`config.mk`:
```
export PLATFORM = sky130hd
export DESIGN_NAME = fifo_1r1w_small_unhardened
export DESIGN_NICKNAME = d
export VERILOG_FILES = /design/src/rtl/fifo_1r1w_small_unhardened.sv
export SDC_FILE = /design/constraint.sdc
export NUM_CORES = 1
export LEC_CHECK = 0
export ABC_CLOCK_PERIOD_IN_PS = 3260
export CAP_MARGIN = 30
export CORE_ASPECT_RATIO = 1.2
export CORE_UTILIZATION = 54
export CTS_BUF_LIST = sky130_fd_sc_hd__clkbuf_4 sky130_fd_sc_hd__clkbuf_8 sky130_fd_sc_hd__clkbuf_16
export DETAILED_ROUTE_END_ITERATION = 10
export GPL_ROUTABILITY_DRIVEN = 0
export GPL_TIMING_DRIVEN = 0
export PLACE_DENSITY = 0.8
export SLEW_MARGIN = 10
export SYNTH_ARGS = -nofsm -noshare
export SYNTH_HDL_FRONTEND = slang
export SYNTH_SLANG_ARGS = --single-unit
```
`constraint.sdc`:
```
create_clock -name clk_i -period 3.26 [get_ports clk_i]
set_input_delay 0.652 -clock clk_i [delete_from_list [all_inputs] [get_ports clk_i]]
set_output_delay 0.652 -clock clk_i [all_outputs]
set_load 0.03 [all_outputs]
```
`src/rtl/fifo_1r1w_small_unhardened.sv`:
```
// Small one-read/one-write FIFO built from a flop array, ready/valid in and valid/yumi out.
// Written data appears at the head one cycle later; there is no bypass path.
module fifo_1r1w_small_unhardened #(
  parameter int els_p   = 4,
  parameter int width_p = 32
) (
  input  logic               clk_i,
  input  logic               reset_n_i,
  input  logic               v_i,
  output logic               ready_o,
  input  logic [width_p-1:0] data_i,
  output logic               v_o,
  output logic [width_p-1:0] data_o,
  input  logic               yumi_i
);

  localparam int PtrW = (els_p > 1) ? $clog2(els_p) : 1;
  localparam int CntW = $clog2(els_p + 1);

  typedef logic [PtrW-1:0] ptr_t;
  typedef logic [CntW-1:0] cnt_t;

  localparam ptr_t LastPtr = ptr_t'(els_p - 1);
  localparam cnt_t FullCnt = cnt_t'(els_p);

  logic [width_p-1:0] mem_q [els_p];
  ptr_t wptr_q, wptr_d;
  ptr_t rptr_q, rptr_d;
  cnt_t count_q, count_d;
  logic enq, deq;

  assign ready_o = (count_q != FullCnt);
  assign v_o     = (count_q != '0);
  assign data_o  = mem_q[rptr_q];

  assign enq = v_i & ready_o;
  // An illegal yumi on an empty queue is dropped here rather than corrupting pointers.
  assign deq = yumi_i & v_o;

  always_comb begin
    wptr_d  = wptr_q;
    rptr_d  = rptr_q;
    count_d = count_q;
    if (enq) begin
      wptr_d = (wptr_q == LastPtr) ? '0 : ptr_t'(wptr_q + ptr_t'(1));
    end
    if (deq) begin
      rptr_d = (rptr_q == LastPtr) ? '0 : ptr_t'(rptr_q + ptr_t'(1));
    end
    case ({enq, deq})
      2'b10:   count_d = cnt_t'(count_q + cnt_t'(1));
      2'b01:   count_d = cnt_t'(count_q - cnt_t'(1));
      default: count_d = count_q;
    endcase
  end

  always_ff @(posedge clk_i) begin
    if (!reset_n_i) begin
      wptr_q  <= '0;
      rptr_q  <= '0;
      count_q <= '0;
    end else begin
      wptr_q  <= wptr_d;
      rptr_q  <= rptr_d;
      count_q <= count_d;
    end
  end

  // Storage is deliberately not reset; only the pointers define what is valid.
  always_ff @(posedge clk_i) begin
    if (reset_n_i && enq) begin
      mem_q[wptr_q] <= data_i;
    end
  end

  yumiWhenEmpty: assert property (@(posedge clk_i) disable iff (!reset_n_i) !(yumi_i && !v_o))
    else $error("yumi_i asserted while FIFO empty");

endmodule

```
==> flow_summary.yaml <==
status:
  status: "finished clean"
synth:
  dominantRegCellSynth: "edfxtp_1"
  ys_seq_elements: 137
  synth_nets: 265
  synthArstFlopShare_pct: 0
  synth_area_per_cell_um2: 23.0
  ys_types: 27
  syn-cell-area_um2: 5100
  synth_edf_count: 128
  ys_seq_area_share_pct: 78.9
  ys_warn_count: 0
  syn_inst: 222
power:
  swShare_pct: 27.1
  p_clk_share_pct: 33.1
  internal_power_mw: 3.66
  ir_drop_mv: 0.551
  power_frac_seq_pct: 41.8
  p_switching_mw: 1.36
  p_leak_nw: 2.16
  pwr-share-comb_pct: 25.1
  pwr_density_cell_nw_per_um2: 765
routing:
  vias: 2444
  ant_nets: 0
  drt-pass1-iter-count: 4
  avgRoutedWirePerCell_um: 19.9
  vias_per_cell: 5.47
  totalWireLength_um: 8870
  drcViolationCount: 0
  drt_iter0_markers: 143
timing:
  relSlewSlack_pct: 58.0
  hold_violations: 0
  skew_ns: 0.00525
  period_share_pct: 95.9
  setup_ws_ns: 0.135
  final_max_slew_viol_count: 0
  worstMarginPinSlew_ns: 0.624
  min_period_ns: 3.13
  rsz0062_at_grt: "false"
  clock.fmax_mhz: 320
  hold_slack_ns: 0.519
  finalSetupViolations: 0
finish:
  nFillCells: 562
  final_common_cell: "edfxtp_1"
  layoutNonFillerInstCount: 447
  final_nets: 357
  drive_above_1_share_pct: 24.5
  final_util_pct: 71.9
  most-common-layout-cells: "128 x edfxtp_1, 69 x clkdlybuf4s50_1, 32 x mux4_2, 16 x clkbuf_16, 9 x dfxtp_1"
  area_growth_pct: 28.7
  diodes: 0
setup_path:
  critPathLaunchType: "register"
  cp_max_fo: 10
  crit_chain: "buf_1 -> mux4_2 -> clkdlybuf4s50_1"
  worstPathArrival_ns: 2.47
  endpoint_kind: "primary output"
  criticalPathCategory: "register to primary output"
  cp.required_ns: 2.61
  critPathSlowestCell: "clkdlybuf4s50_1"
  max_stage_delay_ns: 0.61
floorplanning:
  initial_core_util_pct: 55.9
  pin_count: 70
  die_area_um2: 9840
  fp.coreArea_um2: 9130
  die_x_um: 90.7
  rows: 38
  fp.dieH_um: 108
grt:
  grt_pass1_vias: 2551
  grt_pass1_wl_um: 13500
  track_usage_pct: 19.7
  grt_overflow_total: 0
  grt_max_degree: 28
  antenna_found_initial: 0
placement:
  dp.cells: 415
  place_ws_ns: 0.395
  port_buffers: 69
  hpwl_um: 5470
cts:
  cts-buffers-inserted: 17
  tritoncts: "built"
  clock_latency_ns: 0.52
  cts.sink_count: 137
  root_buffer: "clkbuf_8"
  path_clk_slew_ns: 0.05
  htree_levels: 4
  post-cts-setup-buffer-count: 0
  clockBufferDepth: 2
flow_run:
  drv_cap: 0
min_path:
  hold_class: "register to register"
-- worst max-delay path: cells and delay by family, from the launching register on --
| family | cells | cell delay [ns] |
|---|---|---|
| buffers and inverters | 2 | 1.12 |
| muxes | 1 | 0.40 |
| DFF | 1 | 0.42 |
-- registers in the layout, summed over array words and instances, names as in the netlist, named ones only --
name and flops:
count_q 3, mem_q 128, rptr_q 2, wptr_q 2
-- area by class of cell --
class                      instances  area (um2)  share of cell area, %
buffer                             9        56.3                  0.858
multi-input combinational         69        1010                   15.3
clock buffer                      20         437                   6.65
clock inverter                    12        83.8                   1.28
timing repair buffer              73         778                   11.9
sequential                       137        4020                   61.3
inverter                           7        26.3                  0.400
tap                              120         150                   2.29
-- cells by family after synthesis --
kind of cell             after synthesis  synth area share (%)
flip-flops                           137                  78.9
XOR/XNOR                               2                 0.344
AND/OR/NAND/NOR                       20                  2.28
buffers and inverters                 16                  1.42
multiplexers                          33                  14.3
AO/OA/AOI/OAI                          7                 0.834
adder cells (fa/ha/maj)                7                  1.87
-- power groups by stage --
stage / logic, mW / registers (mW) / clock network, mW
global placement: 1.21 / 2.13 / 0
finish: 1.26 / 2.10 / 1.66
detailed placement: 1.25 / 2.13 / 0
global route: 1.33 / 2.11 / 1.76
floorplan: 0.807 / 2.12 / 0
CTS: 1.27 / 2.10 / 1.69
-- path summary, 6_finish.rpt --
path / cells past startpoint / endpoint / slack [ns] / startpoint
max reg2reg: 10 / count_q[2] / 0.65 / count_q[2]
min reg2reg: 2 / wptr_q[0] / 0.52 / wptr_q[0]
min: 2 / wptr_q[0] / 0.52 / wptr_q[0]
max: 3 / data_o[0] / 0.13 / register
-- repair_timing --
action | 4_1_cts | 5_1_grt
hold buffers | 0 | 0
gates resized for setup | 2 | 3
hold endpoints to repair | 0 | 0
endpoints found under the setup margin | 1 | 11
-- synth_stat cells, drive strengths merged, types with 2 or more instances --
master,instances,share of area [%]
a21boi,2,0.29
and2,3,0.42
and3,4,0.49
buf,8,0.83
dfxtp,9,3.5
edfxtp,128,75
ha,6,1.5
inv,7,0.52
mux4,32,14
nand2,6,0.44
o21ai,4,0.39
or3,3,0.42
-- metal layers --
metal / global-route usage, % / wire (um)
met1: 21.7 / 3330
met4: 8.53 / 212
met5: 0 / 0
met2: 35.2 / 4960
met3: 6.40 / 367
-- stage by stage --
step	TNS (ns)	cell area (um2)	total power, mW
3_5_place_dp	0	6030	3.38
5_1_grt	0	6560	5.20
4_1_cts	0	6560	5.06
3_3_place_gp	-6.86	5940	3.34
6_report	0	6560	5.02
2_1_floorplan	0	5100	2.92
Note: power is estimated with default switching activity, not from simulation.
